[config.mk]
export PLATFORM = sky130hd
export DESIGN_NAME = video_sig_gen
export DESIGN_NICKNAME = d
export VERILOG_FILES = /design/src/rtl/video_sig_gen.sv
export SDC_FILE = /design/constraint.sdc
export NUM_CORES = 1
export LEC_CHECK = 0
export BUFFER_PORTS_ARGS = -buffer_cell sky130_fd_sc_hd__buf_2
export CORE_MARGIN = 3
export CORE_UTILIZATION = 62
export CTS_BUF_LIST = sky130_fd_sc_hd__clkbuf_2
export DETAILED_ROUTE_END_ITERATION = 10
export PLACE_DENSITY = 0.9
export SYNTH_ARGS = -nofsm -noshare
export SYNTH_HDL_FRONTEND = slang
export SYNTH_SLANG_ARGS = --single-unit
[constraint.sdc]
create_clock -name clk_in -period 3.15 [get_ports clk_in]
set_input_delay 0.63 -clock clk_in [delete_from_list [all_inputs] [get_ports clk_in]]
set_output_delay 0.63 -clock clk_in [all_outputs]
set_load 0.01 [all_outputs]
[src/rtl/video_sig_gen.sv]
// Raster timing generator: pixel/line counters plus registered sync, active-draw,
// new-frame and frame-count outputs, all describing the same pixel position.
//
// state  | meaning
// IDLE   | held in reset, outputs parked at zero
// RUN    | counters advance one pixel per clock
module video_sig_gen #(
    parameter int ACTIVE_H = 1280,
    parameter int H_FP     = 110,
    parameter int H_SYNC   = 40,
    parameter int H_BP     = 220,
    parameter int ACTIVE_V = 720,
    parameter int V_FP     = 5,
    parameter int V_SYNC   = 5,
    parameter int V_BP     = 20,
    parameter int FPS      = 60
) (
    input  logic        clk_in,
    input  logic        rst_n_in,
    output logic [10:0] hcount_out,
    output logic [9:0]  vcount_out,
    output logic        hs_out,
    output logic        vs_out,
    output logic        ad_out,
    output logic        nf_out,
    output logic [5:0]  fc_out
);

    localparam int TOTAL_H = ACTIVE_H + H_FP + H_SYNC + H_BP;
    localparam int TOTAL_V = ACTIVE_V + V_FP + V_SYNC + V_BP;

    localparam logic [10:0] H_LAST   = 11'(TOTAL_H - 1);
    localparam logic [9:0]  V_LAST   = 10'(TOTAL_V - 1);
    localparam logic [10:0] H_ACT    = 11'(ACTIVE_H);
    localparam logic [9:0]  V_ACT    = 10'(ACTIVE_V);
    localparam logic [10:0] HS_START = 11'(ACTIVE_H + H_FP);
    localparam logic [10:0] HS_END   = 11'(ACTIVE_H + H_FP + H_SYNC);
    localparam logic [9:0]  VS_START = 10'(ACTIVE_V + V_FP);
    localparam logic [9:0]  VS_END   = 10'(ACTIVE_V + V_FP + V_SYNC);
    localparam logic [5:0]  FC_LAST  = 6'(FPS - 1);

    typedef enum logic {S_IDLE, S_RUN} state_t;

    state_t      state;
    state_t      state_nxt;
    logic [10:0] h_nxt;
    logic [9:0]  v_nxt;
    logic        hs_nxt;
    logic        vs_nxt;
    logic        ad_nxt;
    logic        nf_nxt;
    logic [5:0]  fc_nxt;

    always_ff @(posedge clk_in) begin
        if (!rst_n_in) begin
            state <= S_IDLE;
        end else begin
            state <= state_nxt;
        end
    end

    always_comb begin
        state_nxt = state;
        case (state)
            S_IDLE:  state_nxt = S_RUN;
            S_RUN:   state_nxt = S_RUN;
            default: state_nxt = S_IDLE;
        endcase
    end

    // Decode is done on the next position so every flag lands in the same
    // register stage as the counters it describes.
    always_comb begin
        h_nxt  = '0;
        v_nxt  = '0;
        fc_nxt = fc_out;
        if (state == S_RUN) begin
            if (hcount_out == H_LAST) begin
                h_nxt = '0;
                if (vcount_out == V_LAST) begin
                    v_nxt = '0;
                end else begin
                    v_nxt = vcount_out + 10'd1;
                end
            end else begin
                h_nxt = hcount_out + 11'd1;
                v_nxt = vcount_out;
            end
        end
        ad_nxt = (h_nxt < H_ACT) && (v_nxt < V_ACT);
        hs_nxt = (h_nxt >= HS_START) && (h_nxt < HS_END);
        vs_nxt = (v_nxt >= VS_START) && (v_nxt < VS_END);
        nf_nxt = (state == S_RUN) && (h_nxt == H_ACT) && (v_nxt == V_ACT);
        if (nf_nxt) begin
            if (fc_out == FC_LAST) begin
                fc_nxt = '0;
            end else begin
                fc_nxt = fc_out + 6'd1;
            end
        end
    end

    always_ff @(posedge clk_in) begin
        if (!rst_n_in) begin
            hcount_out <= '0;
            vcount_out <= '0;
            hs_out     <= 1'b0;
            vs_out     <= 1'b0;
            ad_out     <= 1'b0;
            nf_out     <= 1'b0;
            fc_out     <= '0;
        end else begin
            hcount_out <= h_nxt;
            vcount_out <= v_nxt;
            hs_out     <= hs_nxt;
            vs_out     <= vs_nxt;
            ad_out     <= ad_nxt;
            nf_out     <= nf_nxt;
            fc_out     <= fc_nxt;
        end
    end

endmodule

==> results of run 1 <==
synth_stat cells, types with 6 or more instances:
library cell	n
dfxtp_1	32
nor2_1	29
nand2_1	27
nand3_1	12
nor3_1	11
xnor2_1	11
xor2_1	9
buf_6	8
inv_1	8
a21oi_1	6
nand4_1	6
report_power, final:
part	internal, mW	switching, mW
Clock	0.0553	0.146
Sequential	0.408	0.00396
Combinational	0.00558	0.0128
Total	0.469	0.163
layer usage:
layer	wire length, um	vias up	GRT usage	part of all wire
li1	-	962	-	-
met4	62	0	0.0844	0.014
met2	2070	46	0.388	0.45
met5	0	-	0	0
met3	197	7	0.0485	0.043
met1	2220	881	0.309	0.49
final cells by class:
type / count / share of cell area
Clock buffer: 6 / 0.0135
Inverter: 8 / 0.0135
Multi-Input combinational cell: 196 / 0.584
Clock inverter: 2 / 0.00505
Timing Repair Buffer: 32 / 0.0719
Sequential cell: 32 / 0.287
Tap cell: 44 / 0.0247
state kept, by name, summed over array words and instances, names as in the netlist:
signal / flops
hcount_out: 11
ad_out: 1
vs_out: 1
vcount_out: 10
hs_out: 1
nf_out: 1
state: 1
fc_out: 6
through the flow:
step	worst slack (ps)	hold WS, ps	power [mW]
6_report	552	463	0.632
5_1_grt	340	455	0.653
4_1_cts	584	461	0.631
3_5_place_dp	594	491	0.438
3_3_place_gp	645	490	0.438
2_1_floorplan	900	504	0.434
worst reg2reg max path, stage by stage, from the launching register on:
cell and delay, ps:
dfxtp_1 490, ha_1 210, and4bb_4 300, and3_4 270, a41oi_1 210, nor4_1 340
nand4bb_1 290, o211ai_1 300, o31ai_2 100
worst paths after layout:
path	start	endpoint	slack (ps)
worst min register to register	fc_out[1]	fc_out[1]	510
worst max-delay path	hcount_out[0]	fc_out[4]	550
worst max register to register	hcount_out[0]	fc_out[4]	550
worst min-delay path	rst_n_in	state	460
logic make-up after synthesis:
group	synth area share
adder cells (fa/ha/maj)	0.0295
AO/OA/AOI/OAI	0.148
multiplexers	0.00471
flip-flops	0.302
XOR/XNOR	0.0825
buffers and inverters	0.0854
AND/OR/NAND/NOR	0.348
cells in the final DEF, fill, tap and decap left out, types with 8 or more instances in the layout:
cell,netlist,final
buf_2,5,32
xor2_1,9,9
nand2_1,27,27
nor3_1,11,11
dfxtp_1,32,32
nand3_1,12,12
nor2_1,29,29
xnor2_1,11,11
inv_1,8,8
==> impl_metrics.ini, run 1 <==
[placement]
dp_hpwl_um = 3370
dpl_cell_area_sq_um = 2190
io_buffers = 32
gp_congestion = 0.874
dp_cells = 312

[route]
vias_per_cell = 5.93
drtPass1Iterations = 4
drt_iter0_drc = 143
routed_wl_um = 4550
routedWlPerCell_um = 14.2
vias = 1896
drc = 0
ant_nets = 0

[floorplanning]
fp.dieW_um = 64.5
die_area_sq_um = 4160
start_util = 0.673
rows = 20
die_h_um = 64.5
core-area_sq_um = 3150
num_io_pins = 33

[timing]
fin_skew_ps = 21.4
final_max_slew_viol_count = 0
period_share = 0.825
max_freq_mhz = 385
tightest_slew_ps = 694
relSlewSlack = 0.536
rsz0062_at_grt = false
hold_violations = 0
setup_viol = 0
tns_ps = 0
period_needed_ps = 2600

[critical_path]
path_depth = 8
crit_slowest_cell = dfxtp_1
setup.worst_path.end_class = flop
arrival_ps = 2900
cp.buffers_inverters = 0
path_cells = ha_1 > and4bb_4 > and3_4 > a41oi_1 > nor4_1 > nand4bb_1 > o211ai_1 > o31ai_2
max_stage_delay_ps = 490
path_class = flop to flop
cp_top_family = simple AND/OR/NAND/NOR gates
r2r_cells = 8
start_kind = flop
worstPathRequired_ps = 3450
crit_fanout = 11

[logic_synthesis]
ys_ff_latch = 32
synth.avg_cell_area_sq_um = 8.43
yosys-top-cells-area = dfxtp_1 (30%), nor2_1 (5.1%), nand2_1 (4.8%)
mappedNetlistArea_sq_um = 2120
syn_inst = 252
yosys_warnings = 0
ys_async_sr_fraction = 0
netlist.area_leader.share = 0.302
seq_area_frac_synth = 0.302
synth_ff_type = dfxtp_1
synth_cell_types = 59
synth_top_area_cell = dfxtp_1
synth_edf_count = 0
syn_nets = 259

[worst_hold_path]
hold_class = input port to flop
holdPathStages = 1

[final_layout]
finalInstanceArea_sq_um = 2230
multi_input_area_sq_um = 1300
area_growth_pct = 4.95
antenna_cells = 0
seqCellArea_sq_um = 641
fin_util = 0.707
fillers = 259
final_cells = 320
drive_above_1_share = 0.210
fin_nets = 282

[clock_tree]
clkLatencyLatePin_ps = 400
hold_buffers = 0
clk_pin_slew_ps = 170
cts-root-buf = clkbuf_2
cts_buffers = 5
h-tree-depth = 2
cts_sinks = 32
ctsResizeCount = 0
post_cts_buffers = 0
max-clock-path-buffers = 2
cts_tree = built

[outcome]
outcome = completed

[power_and_ir_drop]
ir_drop_v = 0.000228
leakage_nw = 0.869
power_density_nw_per_um2 = 283

[global_route]
grt_pass1_wl_um = 7850
grt_pass1_vias = 1716
grt.total_usage = 0.237
grt_antenna_before_repair = 0
grt_overflow = 0
grt_max_degree = 13

[job]
maxCapViolCount = 0
Power figures use the tool's default switching activity.
==> run 2: changes to the inputs <==
- CORE_UTILIZATION: 62 -> 53
- PLACE_DENSITY: 0.9 -> 0.82
- clock period: 3.15 -> 2.3 ns (I/O delays scaled with it)
==> impl_metrics.ini, run 2 (synthesis results as in run 1) <==
[clock_tree]
max-clock-path-buffers = 2
clkLatencyLatePin_ps = 370
h-tree-depth = 2
hold_buffers = 0
cts_buffers = 5
cts-root-buf = clkbuf_2
cts_sinks = 32
clk_pin_slew_ps = 160
cts_tree = built

[timing]
max_freq_mhz = 446
period_needed_ps = 2240
fin_skew_ps = 14.8
setup_viol = 0
relSlewSlack = 0.685
fin_ws_ps = 56.6
period_share = 0.975
tightest_slew_ps = 470
hold_violations = 0
final_max_slew_viol_count = 0

[critical_path]
crit_slowest_cell = dfxtp_4
max_stage_delay_ps = 390
arrival_ps = 2530
start_kind = flop
timing.rr.start = hcount_out[1]
crit_path_frequent_cell = and3_4
r2r_cells = 10
reg2reg_slack_ps = 60
r2r_end = fc_out[4]
setup.worst_path.end_class = flop
crit_fanout = 8
worstPathRequired_ps = 2590
cp_top_family = simple AND/OR/NAND/NOR gates
path_cells = inv_2 > ha_2 > and4bb_4 > and3_4 > buf_12 > and3_4 > o21ai_2 > and4bb_2 > nand3_2 > o31ai_2
path_class = flop to flop
cp.buffers_inverters = 2

[final_layout]
finalInstanceArea_sq_um = 2580
area_growth_pct = 21.5
final_cells = 354
final_cell_mix = buf_2 (32), nor2_1 (29), buf_4 (29), nand2_1 (27), dfxtp_1 (27)
largest-register = hcount_out
antenna_cells = 0
layout_commonest_cell = buf_2
largestRegisters = hcount_out: 11 flops, vcount_out: 10 flops, fc_out: 6 flops
fin_nets = 313
largest_reg_flops = 11
drive_above_1_share = 0.333

[route]
vias = 2201
routedWlPerCell_um = 15.9
routed_wl_um = 5630
drc = 0
ant_nets = 0
drtPass1Iterations = 6
drt_iter0_drc = 269
vias_per_cell = 6.22

[worst_hold_path]
hold_class = input port to flop
holdPathStages = 1
holdPathEnd = state
worstHoldStart = rst_n_in

[floorplanning]
core-area_sq_um = 3770
start_util = 0.563
num_io_pins = 33
die_area_sq_um = 4800
die_h_um = 69.3
rows = 22
fp.dieW_um = 69.3

[power_and_ir_drop]
p_total_mw = 0.852
leakage_nw = 1.08
power_density_nw_per_um2 = 330
ir_drop_v = 0.000278

[outcome]
outcome = completed

[global_route]
grt_max_degree = 13
grt_pass1_wl_um = 8810
grt_antenna_before_repair = 0
grt_pass1_vias = 1909
grt_overflow = 0
grt.total_usage = 0.220

[placement]
dp_hpwl_um = 4060
pre_cts_slack_ps = 26.2
io_buffers = 32
gp_congestion = 0.958
dp_cells = 343
dpl_cell_area_sq_um = 2390

[job]
maxCapViolCount = 0
[run 2: cell count changes in the layout (fill, tap and decap cells not counted), moves of 2 or more]
cell,previous run,this run
buf_4,0,29
dfxtp_1,32,27
dfxtp_2,0,4
ha_1,5,3
nor4_1,5,3
nor4_4,0,2
[run 2: timing repair]
action / CTS / global route
setup buffers: 0 / 4
resized for setup: 0 / 22
endpoints found under the setup margin: 0 / 7
[run 2: report_power, final]
| group | internal, mW | switching (mW) | total, mW |
|---|---|---|---|
| Sequential | 0.558 | 0.00333 | 0.561 |
| Combinational | 0.0149 | 0.0242 | 0.0391 |
| Clock | 0.0627 | 0.189 | 0.252 |
| Total | 0.635 | 0.217 | 0.852 |
[run 2: layer usage]
metal / track usage / up-vias / wire length, um
met2: 0.342 / 126 / 2650
met3: 0.0435 / 27 / 427
met4: 0.0846 / 0 / 163
li1: - / 1025 / -
met5: 0 / - / 0
met1: 0.298 / 1023 / 2400
[run 2: cell type report]
class / instances / area, sq um
inverter: 8 / 30.0
sequential: 32 / 649
clock inverter: 2 / 7.51
tap: 48 / 60.1
clock buffer: 5 / 25.0
fill: 306 / 1190
multi-input combinational: 196 / 1400
timing repair buffer: 63 / 409
[run 2: stage by stage]
step                      utilization  setup TNS, ps  hold WS, ps
final                           0.684              0          343
after global routing            0.684          -22.2          309
after CTS                       0.644              0          317
after detailed placement        0.635              0          506
after global placement          0.635              0          481
after floorplan                     -              0          488
[run 2: worst max-delay path by stage]
stage / to / depth (start not counted) / from
2_1_floorplan: fc_out[4] / 9 / hcount_out[0]
3_3_place_gp: fc_out[4] / 7 / vcount_out[1]
3_5_place_dp: fc_out[4] / 7 / hcount_out[4]
4_1_cts: fc_out[4] / 7 / hcount_out[4]
5_1_grt: fc_out[4] / 8 / hcount_out[2]
6_report: fc_out[4] / 10 / hcount_out[1]
[run 2: worst reg2reg max path, cell delays in order, from the launching register on]
cell      delay (ps)
dfxtp_4          390
inv_2             50
ha_2             160
and4bb_4         300
and3_4           230
buf_12           120
and3_4           180
o21ai_2           70
and4bb_2         380
nand3_2          100
o31ai_2          180
==> run 3: changes to the inputs <==
- ABC_AREA: unset -> 1
- PLACE_DENSITY: 0.82 -> 0.83
==> impl_metrics.ini, run 3 <==
[outcome]
outcome = completed

[clock_tree]
cts_sinks = 32
max-clock-path-buffers = 2
cts_buffers = 5
clk_pin_slew_ps = 160
post_cts_buffers = 0
h-tree-depth = 2
cts-root-buf = clkbuf_2
cts_tree = built
clkLatencyLatePin_ps = 380

[route]
vias_per_cell = 5.36
vias = 2199
ant_nets = 0
drc = 0
routedWlPerCell_um = 12.2
routed_wl_um = 5000
drtPass1Iterations = 5
drt_iter0_drc = 141

[global_route]
grt_pass1_vias = 1970
grt_pass1_wl_um = 8250
grt_use_met1 = 0.282
grt.total_usage = 0.235
gr-usage-met3 = 0.0516
grt_use_met2 = 0.399
grt_overflow = 0
grt_antenna_before_repair = 0
busiest_layer = met2
grt_max_degree = 21

[timing]
period_share = 0.912
rsz0062_at_grt = false
hold_violations = 0
final_max_slew_viol_count = 0
setup_viol = 0
relSlewSlack = 0.573
max_freq_mhz = 477
tns_ps = 0
tightest_slew_ps = 640
fin_skew_ps = 29.1
period_needed_ps = 2100
fin_hold_ws_ps = 322

[final_layout]
largest_reg_flops = 11
fillers = 322
antenna_cells = 0
final_cell_mix = nand2_1 (84), nor2_1 (49), inv_1 (41), buf_2 (32), nand3_1 (31)
fin_nets = 370
largest-register = hcount_out
drive_above_1_share = 0.198
layout_commonest_cell = nand2_1
final_cells = 410
largestRegisters = hcount_out: 11 flops, vcount_out: 10 flops, fc_out: 6 flops
area_growth_pct = 16.8

[logic_synthesis]
ys_async_sr_fraction = 0
syn_inst = 325
mappedNetlistArea_sq_um = 2020
synth_ff_type = dfxtp_1
netlist.area_leader.share = 0.317
seq_area_frac_synth = 0.317
synth.cells.most_frequent = nand2_1 (84), nor2_1 (52), inv_1 (41)
synth_edf_count = 0
yosysMostFrequentCell = nand2_1
ys_ff_latch = 32
yosys_warnings = 0
synth.avg_cell_area_sq_um = 6.22
synth_top_area_cell = dfxtp_1
synth_cell_types = 26
yosys-top-cells-area = dfxtp_1 (32%), nand2_1 (16%), nor2_1 (9.7%)
syn_nets = 332

[power_and_ir_drop]
p_sw_frac = 0.264
intPower_mw = 0.640
p_total_mw = 0.870
power_density_nw_per_um2 = 368
leakage_nw = 1.16
pwr-share-clk = 0.296
p_switching_mw = 0.230
seqPwrFrac = 0.649
comb_power_share = 0.054
ir_drop_v = 0.000297

[critical_path]
setup.worst_path.end_class = flop
crit_fanout = 10
path_class = flop to flop
worstPathRequired_ps = 2610
start_kind = flop
arrival_ps = 2410

[placement]
gp_congestion = 0.894
dp_cells = 402
dp_hpwl_um = 3900
io_buffers = 32

[floorplanning]
rows = 21
die_h_um = 67.8
num_io_pins = 33
die_area_sq_um = 4590
core-area_sq_um = 3490
start_util = 0.579
fp.dieW_um = 67.8

[worst_hold_path]
hold_class = input port to flop

[job]
maxCapViolCount = 0
run 3: changes by cell type after synthesis, moves of 5 or more:
cell     delta
nand4_1     +7
nand3_1    +22
xnor2_1    -10
nor2_2      +5
a31oi_1     -5
nand2_1    +57
and3_1      -5
inv_1      +33
nor2_1     +23
xor2_1      -5
o21ai_0     +7
buf_6       -7
run 3: repair_timing:
action | 4_1_cts | 5_1_grt
pin swaps | 0 | 2
endpoints found under the setup margin | 6 | 7
hold buffers | 0 | 0
resized for setup | 2 | 14
run 3: worst paths after layout:
kind            startpoint         to  slack [ps]  cells past startpoint
max          hcount_out[0]  fc_out[3]         200                     12
min               rst_n_in      state         320                      1
max reg2reg  hcount_out[0]  fc_out[3]         200                     12
min reg2reg      fc_out[5]  fc_out[5]         520                      2
run 3: layout make-up:
class,instances,area [sq um],share of cell area
Clock buffer,5,25.0,0.0106
Clock inverter,3,13.8,0.00583
Inverter,43,163,0.0689
Multi-Input combinational cell,244,1250,0.528
Sequential cell,32,644,0.273
Tap cell,46,57.6,0.0244
Timing Repair Buffer,37,210,0.0890
run 3: layer usage:
| metal | vias up | share of wire |
|---|---|---|
| met1 | 1006 | 0.44 |
| met4 | 0 | 0.021 |
| met3 | 12 | 0.057 |
| met5 | - | 0 |
| li1 | 1120 | - |
| met2 | 61 | 0.48 |
run 3: power by group through the flow:
stage | combinational, mW | sequential (mW) | clock [mW]
finish | 0.0471 | 0.565 | 0.258
CTS | 0.0438 | 0.564 | 0.265
global placement | 0.0425 | 0.576 | 0
detailed placement | 0.0428 | 0.576 | 0
global route | 0.0531 | 0.566 | 0.292
floorplan | 0.0325 | 0.575 | 0
run 3: worst max-delay path, stage by stage, from the launching register on:
cell and delay (ps):
dfxtp_2 400, ha_1 180, nand2_1 100, nor2_4 170
nand3_4 170, nand2_4 160, nor2_1 60, nand2_1 120
nand3_2 130, nor2_2 180, buf_4 140, nand4_1 80
a21oi_1 160
run 3: logic make-up after synthesis:
kind of cell,synth area share
and+or+nand+nor,0.476
buffers and inverters,0.0959
DFF,0.317
AOI/OAI and AO/OA,0.0582
xor gates and xnor gates,0.0217
adders and majority gates,0.0309
run 3: metrics by stage:
step                      setup WS, ps  area, sq um   util
after global placement            75.8         2260  0.646
after global routing              29.6         2360  0.676
after floorplan                    275         2020      -
final                              202         2360  0.676
after detailed placement         -38.6         2260  0.646
after CTS                         83.2         2310  0.660
